[config.mk]
export PLATFORM = sky130hd
export DESIGN_NAME = sca_sendback_queue
export DESIGN_NICKNAME = d
export VERILOG_FILES = /design/src/rtl/sca_sendback_queue.sv
export SDC_FILE = /design/constraint.sdc
export NUM_CORES = 1
export LEC_CHECK = 0
export ABC_CLOCK_PERIOD_IN_PS = 4400
export CORE_MARGIN = 2
export CORE_UTILIZATION = 35
export DETAILED_ROUTE_END_ITERATION = 6
export GPL_TIMING_DRIVEN = 0
export SLEW_MARGIN = 30
export SYNTH_ARGS = -nofsm -noshare
export SYNTH_HDL_FRONTEND = slang
export SYNTH_SLANG_ARGS = --single-unit
export TNS_END_PERCENT = 10
[constraint.sdc]
create_clock -name clk -period 4.4 [get_ports clk]
set_clock_uncertainty 0.1 [all_clocks]
set_input_delay 1.32 -clock clk [delete_from_list [all_inputs] [get_ports clk]]
set_output_delay 1.32 -clock clk [all_outputs]
set_load 0.02 [all_outputs]
[src/rtl/sca_sendback_queue.sv]
// Queues GBT-SCA replies and serialises each one as a framed byte packet
// ([sync] address transID channel error len data [xor checksum]) onto a UART TX byte port.
module sca_sendback_queue #(
  parameter int         DATA_BYTES  = 4,
  parameter int         FIFO_DEPTH  = 4,
  parameter int         SYNC_EN     = 1,
  parameter logic [7:0] SYNC_BYTE   = 8'hA5,
  parameter int         CHECKSUM_EN = 1
) (
  input  logic                            clk,
  input  logic                            rst_n,
  input  logic                            send_enable,
  input  logic                            rx_reply_received,
  input  logic [7:0]                      rx_address,
  input  logic [7:0]                      rx_transID,
  input  logic [7:0]                      rx_channel,
  input  logic [7:0]                      rx_len,
  input  logic [7:0]                      rx_error,
  input  logic [8*DATA_BYTES-1:0]         rx_data,
  input  logic                            uart_tx_ready,
  input  logic                            overflow_clr,
  output logic [7:0]                      uart_data,
  output logic                            uart_data_write,
  output logic                            sca_busy,
  output logic [$clog2(FIFO_DEPTH+1)-1:0] fifo_count,
  output logic                            overflow,
  output logic [7:0]                      drop_count
);

  localparam int REC_W   = 40 + 8*DATA_BYTES;
  localparam int CW      = $clog2(FIFO_DEPTH+1);
  localparam int PW      = $clog2(FIFO_DEPTH);
  localparam bit HAS_SYNC = (SYNC_EN != 0);
  localparam bit HAS_CHK  = (CHECKSUM_EN != 0);
  localparam int PKT_LEN = (HAS_SYNC ? 1 : 0) + 5 + DATA_BYTES + (HAS_CHK ? 1 : 0);

  typedef enum logic [2:0] {IDLE, LOAD, WAIT_ENABLE, SEND, GAP} state_t;

  state_t           state_q, state_d;
  logic [CW-1:0]    count_q, count_d;
  logic [PW-1:0]    wptr_q, wptr_d, rptr_q, rptr_d;
  logic [REC_W-1:0] shift_q, shift_d;
  logic [4:0]       left_q, left_d;
  logic [7:0]       chk_q, chk_d, data_q, data_d, drop_q, drop_d;
  logic             write_q, write_d, busy_q, busy_d, ovf_q, ovf_d;

  logic [REC_W-1:0] mem [FIFO_DEPTH];
  logic [REC_W-1:0] head_q;
  logic             pop, push_ok, drop;
  logic [7:0]       field_byte;

  assign pop        = (state_q == LOAD);
  assign push_ok    = rx_reply_received && ((count_q < CW'(FIFO_DEPTH)) || pop);
  assign drop       = rx_reply_received && !push_ok;
  assign field_byte = shift_q[REC_W-1 -: 8];

  // The head is read one cycle ahead: IDLE always precedes LOAD, so head_q is
  // valid when LOAD consumes it.
  always_ff @(posedge clk) begin
    if (push_ok) begin
      mem[wptr_q] <= {rx_address, rx_transID, rx_channel, rx_error, rx_len, rx_data};
    end
    head_q <= mem[rptr_q];
  end

  always_comb begin
    wptr_d  = push_ok ? wptr_q + PW'(1) : wptr_q;
    rptr_d  = pop ? rptr_q + PW'(1) : rptr_q;
    count_d = count_q;
    case ({push_ok, pop})
      2'b10:   count_d = count_q + CW'(1);
      2'b01:   count_d = count_q - CW'(1);
      default: count_d = count_q;
    endcase

    if (overflow_clr) begin
      ovf_d  = 1'b0;
      drop_d = 8'd0;
    end else begin
      ovf_d  = ovf_q | drop;
      drop_d = (drop && drop_q != 8'hFF) ? drop_q + 8'd1 : drop_q;
    end

    busy_d  = (count_q != '0) || (state_q != IDLE);
    state_d = state_q;
    shift_d = shift_q;
    left_d  = left_q;
    chk_d   = chk_q;
    data_d  = 8'd0;
    write_d = 1'b0;

    unique case (state_q)
      IDLE: begin
        if (count_q != '0) state_d = LOAD;
      end
      LOAD: begin
        shift_d = head_q;
        left_d  = 5'(PKT_LEN);
        chk_d   = 8'd0;
        state_d = WAIT_ENABLE;
      end
      WAIT_ENABLE: begin
        if (send_enable) state_d = SEND;
      end
      SEND: begin
        if (uart_tx_ready) begin
          write_d = 1'b1;
          left_d  = left_q - 5'd1;
          state_d = GAP;
          if (HAS_SYNC && left_q == 5'(PKT_LEN)) begin
            data_d = SYNC_BYTE;
          end else if (HAS_CHK && left_q == 5'd1) begin
            data_d = chk_q;
          end else begin
            data_d  = field_byte;
            chk_d   = chk_q ^ field_byte;
            shift_d = shift_q << 8;
          end
        end
      end
      GAP: begin
        state_d = (left_q == 5'd0) ? IDLE : SEND;
      end
      default: state_d = IDLE;
    endcase
  end

  always_ff @(posedge clk or negedge rst_n) begin
    if (!rst_n) begin
      state_q <= IDLE;
      count_q <= '0;
      wptr_q  <= '0;
      rptr_q  <= '0;
      shift_q <= '0;
      left_q  <= 5'd0;
      chk_q   <= 8'd0;
      data_q  <= 8'd0;
      write_q <= 1'b0;
      busy_q  <= 1'b0;
      ovf_q   <= 1'b0;
      drop_q  <= 8'd0;
    end else begin
      state_q <= state_d;
      count_q <= count_d;
      wptr_q  <= wptr_d;
      rptr_q  <= rptr_d;
      shift_q <= shift_d;
      left_q  <= left_d;
      chk_q   <= chk_d;
      data_q  <= data_d;
      write_q <= write_d;
      busy_q  <= busy_d;
      ovf_q   <= ovf_d;
      drop_q  <= drop_d;
    end
  end

  assign uart_data       = data_q;
  assign uart_data_write = write_q;
  assign sca_busy        = busy_q;
  assign fifo_count      = count_q;
  assign overflow        = ovf_q;
  assign drop_count      = drop_q;

endmodule

==> summary.md, run 1 <==
| Metric | Value |
|---|---|
| Status | finished, final reports clean |
| Vias in the first global route | 8944 |
| Leak | 7.534 nW |
| Worst setup SP type | input pin |
| Final worst slack | 1.121 ns |
| First-pass GRT wire length | 52790 µm |
| Reg2Reg Launch Point | state_q[0] |
| Post-cts resize count | 0 |
| Die width | 224.6 µm |
| TritonRoute pass-1 iters | 5 |
| Synth area leader | edfxtp_1 |
| CP required | 4.54 ns |
| Crit-path max FO | 30 |
| Leading cell type in the layout, fill and taps excluded | edfxtp_1 |
| Clock Power Share | 26.2% |
| Max transition margin | 38.71% |
| Area Overhead vs Synth | 20.00% |
| WL per Instance | 19.34 µm |
| Post-synth top flop | edfxtp_1 |
| Fmax | 0.3049 GHz |
| Layout cell share with drive strength beyond 1 | 15.08% |
| Final instance area | 20430 µm² |
| Most frequent cells in the layout | edfxtp_1, dfrtp_1, clkdlybuf4s50_1 |
| Design Power | 14.02 mW |
| Vias/cell | 4.873 |
| Period utilisation layout | 74.53% |
| Yosys reg bits | 474 |
| Final setup violation count | 0 |
| Pre-CTS WS | 0.5132 ns |
| Cts bufs inserted | 47 |
| Row count | 80 |
| Int Power | 9.791 mW |
| Peak supply drop | 0.3323 mV |
| Dpl hpwl | 21830 µm |
| CP Buf/Inv Count | 3 |
| Core area | 47850 µm² |
| Critical path's top delay family | buffers and inverters |
| Setup bufs post-CTS | 0 |
| Combinational share of power | 27.3% |
| Net Sw Frac | 30.17% |
| DRC violations left | 0 |
| Final #Nets | 1196 |
| Sequential element share of the synthesized area | 76.02% |
| Max-Cap Viols | 0 |
| H-Tree Level Count | 2 |
| Worst reg2reg setup slack | 1.23 ns |
| Via count | 8586 |
| Hold Path Class | flip-flop to flip-flop |
| Avg Inst Size Synth | 17.88 µm² |
| Final core utilization | 42.70% |
| Max-slew violations | 0 |
| Period minus WS final | 3.279 ns |
| Top cells by area, synth | edfxtp_1, dfrtp_1, mux4_2 |
| Clk slew on worst S/H paths | 0.06 ns |
| Hold Startpoint | head_q[0] |
| Gr usage total | 13.75% |
| Vert. Die Dim | 224.6 µm |
| CTS tree | done |
| Seq pwr share | 46.5% |
| Most used cell, CP | buf_12 |
| Hold endpoint | shift_q[0] |
| Sw Pwr | 4.231 mW |
| Unique cell type count in the Yosys netlist | 46 |
| Critical setup path kind | input pin to flip-flop |
| Port bufs | 98 |
| Post-synth EDFFs | 288 |
| Post-synth ARST share | 24.05% |
| Reg-to-reg endpoint | mem[0][7] |
| Hold Buf Count CTS | 0 |
| Post-synth top area share | 50.80% |
| Syn_nets | 1040 |
| Post-route insts no fill | 1762 |
| Remaining antenna violation count after routing | 0 |
| Worst Hold Depth | 1 |
| Drt total wl | 34080 µm |
| Total congestion overflow | 0 |
| Die Area | 50420 µm² |
| CTS Buffer Depth | 3 |
| Placement Cell Area | 19010 µm² |
| Routability cong. | 0.7437 |
| WP data arrival | 3.42 ns |
| Initial core utilization | 35.58% |
| Initial antenna violation count | 3 |
| 1st-iter DRT viols | 697 |
| CP Cell Sequence | clkdlybuf4s50_1, a21boi_1, and2_4, buf_12, buf_12 |
| Post-synthesis cell area | 17030 µm² |
| Worst-Skew Late Latency | 0.56 ns |
| Cells after DPL | 1674 |
| Worst-Margin Slew | 0.9194 ns |
| Mapped Cells | 952 |
| I/O pin count | 100 |
| Final hold violation count | 0 |
| Synthesis Warnings | 0 |
| RSZ-0062 raised after global routing | no |
| Critical-path top delay cell | a21boi_1 |
| Number of diodes | 0 |
| Crit end category | flip-flop |
| Cell Pwr Density | 686.4 nW/µm² |
| Clk sinks | 474 |
| R2R cell count | 6 |
| Stages on worst setup path | 5 |
| Largest net degree at the start of global routing | 81 |
| Clock Tree Root | clkbuf_16 |
| CP max stage delay | 0.55 ns |
==> layout make-up <==
type                       count  area [µm²]
fill                        4302       27420
sequential                   474       12940
multi-input combinational    421        3819
clock buffer                  71        1308
timing repair buffer         107        1204
tap                          615       769.5
buffer                        47       244.0
clock inverter                17       106.4
inverter                      10       37.54
==> power groups by stage <==
stage / clock (mW) / sequential, mW / combinational (mW)
after global routing: 3.96 / 6.64 / 4.22
after floorplan: 0 / 6.49 / 2.63
after CTS: 3.78 / 6.53 / 3.92
final: 3.68 / 6.52 / 3.82
after global placement: 0 / 6.66 / 3.74
after detailed placement: 0 / 6.62 / 3.91
==> registers in the layout, summed over array words and instances, names as in the netlist, 3 cells and up <==
signal,flops
mem,288
head_q,72
shift_q,72
chk_q,8
drop_count,8
uart_data,8
left_q,5
fifo_count,3
state_q,3
==> synth_stat cells (2+ instances only) <==
cell type  number
dfrtp_1       114
nor2_1         24
mux2i_1        65
ha_1            9
mux4_2         72
nand2_1        89
xor2_1          4
clkbuf_1       24
nand3_1         4
a21oi_1        20
a22o_1          8
xnor2_1         6
buf_1           2
buf_2          14
o21ai_0        54
dfxtp_1        72
o21ai_1        25
and2_1          4
buf_6           6
or3_1           5
or4_1           2
edfxtp_1      288
inv_1          10
and4_1          2
a31oi_1         5
nor3_1          4
==> per-stage QoR <==
| step | hold slack (ns) | TNS, ns |
|---|---|---|
| after floorplan | 0.3327 | 0 |
| after global placement | 0.3470 | -825.59 |
| after detailed placement | 0.3517 | 0 |
| after CTS | 0.3691 | 0 |
| after global routing | 0.3796 | 0 |
| final | 0.3671 | 0 |
==> metal layers <==
layer	up-vias	routed length, µm	global-route usage, %
met3	54	1520	2.782
li1	3945	-	-
met4	6	583	3.653
met2	169	16920	22.90
met1	4412	15020	18.48
met5	-	36	0
==> how the worst max path moves through the flow <==
stage / start / to / slack, ns
final: rx_reply_received / mem[0][7] / 1.12
after global routing: rx_reply_received / mem[0][9] / 0.94
after CTS: rx_reply_received / mem[0][9] / 1.09
after detailed placement: rx_reply_received / mem[0][4] / 0.51
after global placement: rst_n / shift_q[22] / -2.64
after floorplan: rx_reply_received / mem[0][0] / 0.43
==> cell families after synthesis <==
family / synth area share, %
flip-flops: 76.02
adder cells (fa/ha/maj): 0.7790
AND/OR/NAND/NOR: 3.719
XOR/XNOR: 0.5144
multiplexers: 13.41
buffers and inverters: 1.646
AO/OA/AOI/OAI: 3.910
Note: power is estimated with default switching activity, not from simulation.
==> run 2, diff against run 1 <==
- ABC_CLOCK_PERIOD_IN_PS: 4400 -> 3200
- clock period: 4.4 -> 3.2 ns (I/O delays scaled with it)
==> summary.md, run 2 (synthesis results as in run 1) <==
| Metric | Value |
|---|---|
| Status | finished, final reports clean |
| Design Power | 19.54 mW (+39%) |
| Area Overhead vs Synth | 20.61% |
| Hold Path Class | input pin to asynchronous set/reset pin |
| Worst-Skew Late Latency | 0.58 ns (+0.02 ns) |
| Max reg flops | 288 (unchanged) |
| Initial core utilization | 35.58% (unchanged) |
| Largest registers | mem: 288 flops, head_q: 72 flops, shift_q: 72 flops |
| Via count | 8608 (+0.26%) |
| WP data arrival | 3.34 ns (-0.08 ns) |
| Dpl hpwl | 21910 µm (+0.36%) |
| Worst setup SP type | flip-flop |
| CP max stage delay | 0.46 ns (-0.09 ns) |
| Vert. Die Dim | 224.6 µm (unchanged) |
| Drt total wl | 34510 µm (+1.2%) |
| Leak | 7.596 nW (+0.83%) |
| Vias in the first global route | 9085 (+1.6%) |
| Cts bufs inserted | 49 (+4.3%) |
| Number of diodes | 0 (unchanged) |
| RSZ-0062 raised after global routing | no |
| Max transition margin | 39.96% (+1.3 points) |
| Remaining antenna violation count after routing | 0 (unchanged) |
| Final hold violation count | 0 (unchanged) |
| Clk sinks | 474 (unchanged) |
| CTS Buffer Depth | 3 (unchanged) |
| WL per Instance | 19.53 µm (+0.95%) |
| I/O pin count | 100 (unchanged) |
| Final setup violation count | 0 (unchanged) |
| Pre-CTS WS | -0.4383 ns (-0.9514 ns) |
| Port bufs | 98 (unchanged) |
| Critical setup path kind | flip-flop to flip-flop |
| Fmax | 0.3353 GHz |
| CTS tree | done |
| Max-slew violations | 0 (unchanged) |
| Layout cell share with drive strength beyond 1 | 15.89% (+0.80 points) |
| H-Tree Level Count | 2 (unchanged) |
| # fillers | 4319 (+0.40%) |
| Crit-path max FO | 10 (-67%) |
| 1st-iter DRT viols | 639 (-8.3%) |
| Period utilisation layout | 93.19% |
| TritonRoute pass-1 iters | 5 (unchanged) |
| Register area | 12940 µm² (unchanged) |
| Peak supply drop | 0.4045 mV (+22%) |
| Max-Cap Viols | 0 (unchanged) |
| Critical-path top delay cell | dfrtp_1 |
| Cell Pwr Density | 951.6 nW/µm² (+39%) |
| Largest net degree at the start of global routing | 73 (-9.9%) |
| Final worst slack | 0.2179 ns (-0.9027 ns) |
| Core area | 47850 µm² (unchanged) |
| Final core utilization | 42.92% (+0.22 points) |
| Routability cong. | 0.7387 (-0.67%) |
| Most frequent cells in the layout | edfxtp_1, dfrtp_1, clkdlybuf4s50_1 |
| Reg with most FFs | mem |
| Period minus WS final | 2.982 ns |
| Leading cell type in the layout, fill and taps excluded | edfxtp_1 |
| CP Cell Sequence | or3b_2, clkbuf_1, inv_2, buf_2, ha_1, fa_1, mux2_2 |
| CP required | 3.56 ns (-0.98 ns) |
| Final #Nets | 1199 (+0.25%) |
| Die Area | 50420 µm² (unchanged) |
| First-pass GRT wire length | 53810 µm (+1.9%) |
| DRC violations left | 0 (unchanged) |
| Hold Buf Count CTS | 0 (unchanged) |
| Clk slew on worst S/H paths | 0.06 ns (about the same) |
| Die width | 224.6 µm (unchanged) |
| Crit end category | flip-flop |
| Initial antenna violation count | 0 (-3) |
| Area of the multi-input gates | 3837 µm² (+0.49%) |
| Row count | 80 (unchanged) |
| Gr usage total | 14.14% (+0.39 points) |
| Worst-Margin Slew | 0.9006 ns (-0.01882 ns) |
| Clock Tree Root | clkbuf_16 |
| Total congestion overflow | 0 (unchanged) |
| Vias/cell | 4.872 (about the same) |
run 2: cell count changes in the layout (fill, tap and decap cells not counted), moves of 2 or more:
cell,change
clkinvlp_4,-2
clkinv_2,+2
clkbuf_1,-3
clkbuf_8,+5
run 2: worst paths after layout:
path / start / end / slack [ns] / cells past startpoint
min reg2reg: head_q[2] / shift_q[2] / 0.35 / 1
max: state_q[0] / fifo_count[1] / 0.22 / 7
min: rst_n / shift_q[65] / 0.17 / 1
max in group asynchronous: rst_n / shift_q[4] / 2.15 / 2
max reg2reg: state_q[0] / fifo_count[1] / 0.22 / 7
min in group clk: head_q[2] / shift_q[2] / 0.35 / 1
run 2: where the power goes:
part / internal (mW) / leakage [nW] / switching, mW / total [mW]
combinational: 2.37 / 2.20 / 2.93 / 5.30
clock: 3.01 / 0.731 / 2.27 / 5.28
sequential: 8.27 / 4.67 / 0.689 / 8.95
total: 13.6 / 7.60 / 5.90 / 19.5
run 2: timing repair:
item                                    in CTS  in global routing
endpoints found under the setup margin      48                 26
hold endpoints to repair                     0                  0
gates cloned                                 1                  0
pin swaps                                    1                  0
buffers inserted                             0                  0
resized for setup                            1                  2
run 2: per-stage QoR:
stage	std cells	hold slack (ns)	setup TNS [ns]	area, µm²
after detailed placement	1674	0.3443	-33.27	19010
final	1767	0.1684	0	20530
after global placement	1665	0.3431	-1060.30	18780
after CTS	1767	0.1522	0	20530
after global routing	1767	0.1641	0	20530
after floorplan	952	0.3327	-104.04	17030
run 2: final cells by class:
class,count,share of cell area [%]
clock inverter,18,0.5728
multi-input combinational,422,18.69
tap,615,3.747
timing repair buffer,107,5.825
sequential,474,63.03
inverter,10,0.1828
buffer,47,1.188
clock buffer,74,6.769
run 2: critical path: cells and delay by family, from the launching register on:
kind / cells / cell delay (ns)
flip-flops: 1 / 0.46
multiplexers: 1 / 0.27
adder cells (fa/ha/maj): 2 / 0.70
AND/OR/NAND/NOR: 1 / 0.46
buffers and inverters: 3 / 0.89
run 2: layer usage:
metal  GRT usage (%)  share of wire (%)  vias to the layer above
met2           22.81                 48                      184
met4           3.375                1.7                        0
met5               0                  0                        -
li1                -                  -                     3958
met1           19.64                 45                     4419
met3           3.109                4.8                       47
==> run 3, diff against run 2 <==
- CTS_CLUSTER_DIAMETER: default -> 30
==> summary.md, run 3 (synthesis results as in run 1) <==
| Metric | Value |
|---|---|
| Status | finished, final reports clean |
| Cells after DPL | 1674 (unchanged) |
| Via count | 9052 (+5.2%) |
| Final setup violation count | 0 (unchanged) |
| Reg2Reg Launch Point | state_q[0] |
| First-pass GRT wire length | 56040 µm (+4.2%) |
| WL met1 | 15790 µm (+1.7%) |
| Row count | 80 (unchanged) |
| 1st-iter DRT viols | 765 (+20%) |
| Final instance area | 22360 µm² (+8.9%) |
| Vert. Die Dim | 224.6 µm (unchanged) |
| Max-slew violations | 0 (unchanged) |
| Largest net degree at the start of global routing | 73 (unchanged) |
| RSZ-0062 raised after global routing | no |
| Area Overhead vs Synth | 31.35% |
| Placement Cell Area | 19010 µm² (unchanged) |
| Reg with most FFs | mem |
| Pre-CTS WS | -0.4383 ns (unchanged) |
| H-Tree Level Count | 3 (+1) |
| Remaining antenna violation count after routing | 0 (unchanged) |
| Routability cong. | 0.7387 (unchanged) |
| Reg-to-reg endpoint | mem[2][13] |
| Highest routed layer | met4 |
| Gr usage total | 14.70% (+0.55 points) |
| Max-Cap Viols | 0 (unchanged) |
| Metal3 WL | 1755 µm (+5.3%) |
| Core area | 47850 µm² (unchanged) |
| WL per Instance | 19.25 µm (-1.4%) |
| Leading cell type in the layout, fill and taps excluded | edfxtp_1 |
| WP data arrival | 3.20 ns (-0.14 ns) |
| Initial antenna violation count | 0 (unchanged) |
| Max transition margin | 40.51% (+0.55 points) |
| CTS tree | done |
| CP required | 3.38 ns (-0.18 ns) |
| Dpl hpwl | 21910 µm (unchanged) |
| Metal2 WL | 17450 µm (+4.4%) |
| TritonRoute pass-1 iters | 4 (-1) |
| Worst reg2reg setup slack | 0.18 ns (-0.04 ns) |
| Largest registers | mem: 288 flops, head_q: 72 flops, shift_q: 72 flops |
| Drt total wl | 35690 µm (+3.4%) |
| Leak | 8.434 nW (+11%) |
| Final worst slack | 0.1801 ns (-0.03778 ns) |
| Die width | 224.6 µm (unchanged) |
| Clk slew on worst S/H paths | 0.05 ns (about the same) |
| Post-route insts no fill | 1854 (+4.9%) |
| Port bufs | 98 (unchanged) |
| Initial core utilization | 35.58% (unchanged) |
| Fmax | 0.3311 GHz (-1.3%) |
| CP max stage delay | 0.46 ns (about the same) |
| Most used cell, CP | buf_12 |
| CP Cell Sequence | or3b_2, clkbuf_1, a21boi_4, and2_4, buf_12, buf_12 |
| DRC violations left | 0 (unchanged) |
| Vias/cell | 4.882 (+0.22%) |
| Critical-path top delay cell | or3b_2 |
| Area of the multi-input gates | 3837 µm² (unchanged) |
| Worst setup path startpoint | state_q[0] |
| R2R cell count | 6 (-1) |
| Final #Nets | 1245 (+3.8%) |
| Peak supply drop | 0.5182 mV (+28%) |
| Clk sinks | 474 (unchanged) |
| Worst-Skew Late Latency | 0.61 ns (+0.03 ns) |
| Max reg flops | 288 (unchanged) |
| Crit end category | flip-flop |
| Critical setup path kind | flip-flop to flip-flop |
| Cts bufs inserted | 95 (+94%) |
| Worst setup SP type | flip-flop |
| Register area | 12940 µm² (unchanged) |
| Most frequent cells in the layout | edfxtp_1, dfrtp_1, clkbuf_16 |
| Vias in the first global route | 9637 (+6.1%) |
| Number of diodes | 0 (unchanged) |
| Design Power | 24.24 mW (+24%) |
| Die Area | 50420 µm² (unchanged) |
| # fillers | 4109 (-4.9%) |
| Cell Pwr Density | 1084 nW/µm² (+14%) |
| CTS Buffer Depth | 3 (unchanged) |
| Crit-path max FO | 31 (+21) |
| Final hold violation count | 0 (unchanged) |
| Layout cell share with drive strength beyond 1 | 23.08% (+7.2 points) |
| Hold Path Class | input pin to asynchronous set/reset pin |
| Critical Path Sink | mem[2][13] |
| Period utilisation layout | 94.37% (+1.2 points) |
| Clock Tree Root | clkbuf_16 |
| Total congestion overflow | 0 (unchanged) |
| Hold_ws | 0.1534 ns (-0.01505 ns) |
| I/O pin count | 100 (unchanged) |
| Period minus WS final | 3.020 ns (+0.03778 ns) |
| Worst-Margin Slew | 0.8924 ns (-0.008210 ns) |
-- run 3: cell types whose count changed in the layout (fill, tap and decap cells not counted), sizes merged --
cell,delta
inv,+12
clkinvlp,+20
clkinv,+11
clkbuf,+35
bufinv,+9
-- run 3: worst min path at each step --
stage,from,end,slack (ns),cells after the start
global placement,head_q[2],shift_q[2],0.34,1
detailed placement,head_q[1],shift_q[1],0.34,1
floorplan,head_q[3],shift_q[3],0.33,1
finish,rst_n,shift_q[57],0.15,1
CTS,rst_n,chk_q[2],0.13,1
global route,rst_n,chk_q[2],0.14,1
-- run 3: final cells by class --
type / instances / area share, %
clock inverters: 70 / 3.402
multi-input cells: 422 / 17.16
flip-flops and latches: 474 / 57.87
repair buffers: 107 / 5.349
clock buffers: 109 / 11.51
inverters: 10 / 0.1679
plain buffers: 47 / 1.091
well taps: 615 / 3.441
-- run 3: repair_timing --
| action | CTS | global route |
|---|---|---|
| cloned | 1 | 0 |
| setup buffers | 0 | 0 |
| endpoints found under the setup margin | 48 | 50 |
| pin swaps | 1 | 0 |
| hold buffers | 0 | 0 |
| gates resized for setup | 1 | 2 |
-- run 3: per-layer routing --
layer  vias to the layer above  GRT usage [%]
li1                       4108              -
met1                      4650          19.65
met2                       230          23.78
met3                        64          3.723
met4                         0          4.358
met5                         -              0
-- run 3: per-stage QoR --
stage / TNS (ns) / utilization, %
after global placement: -1060.30 / 39.24
after CTS: 0 / 46.72
after detailed placement: -33.27 / 39.73
after global routing: 0 / 46.74
after floorplan: -104.04 / -
final: 0 / 46.74
-- run 3: worst max-delay path, delay by kind of cell, from the launching register on --
family,cells,cell delay (ns)
buf+inv,3,0.79
compound gates,1,0.43
flops,1,0.45
simple gates,2,0.88
-- run 3: power breakdown --
group / switching (mW) / internal [mW]
registers: 0.698 / 8.28
clock network: 3.36 / 6.57
logic: 2.96 / 2.37
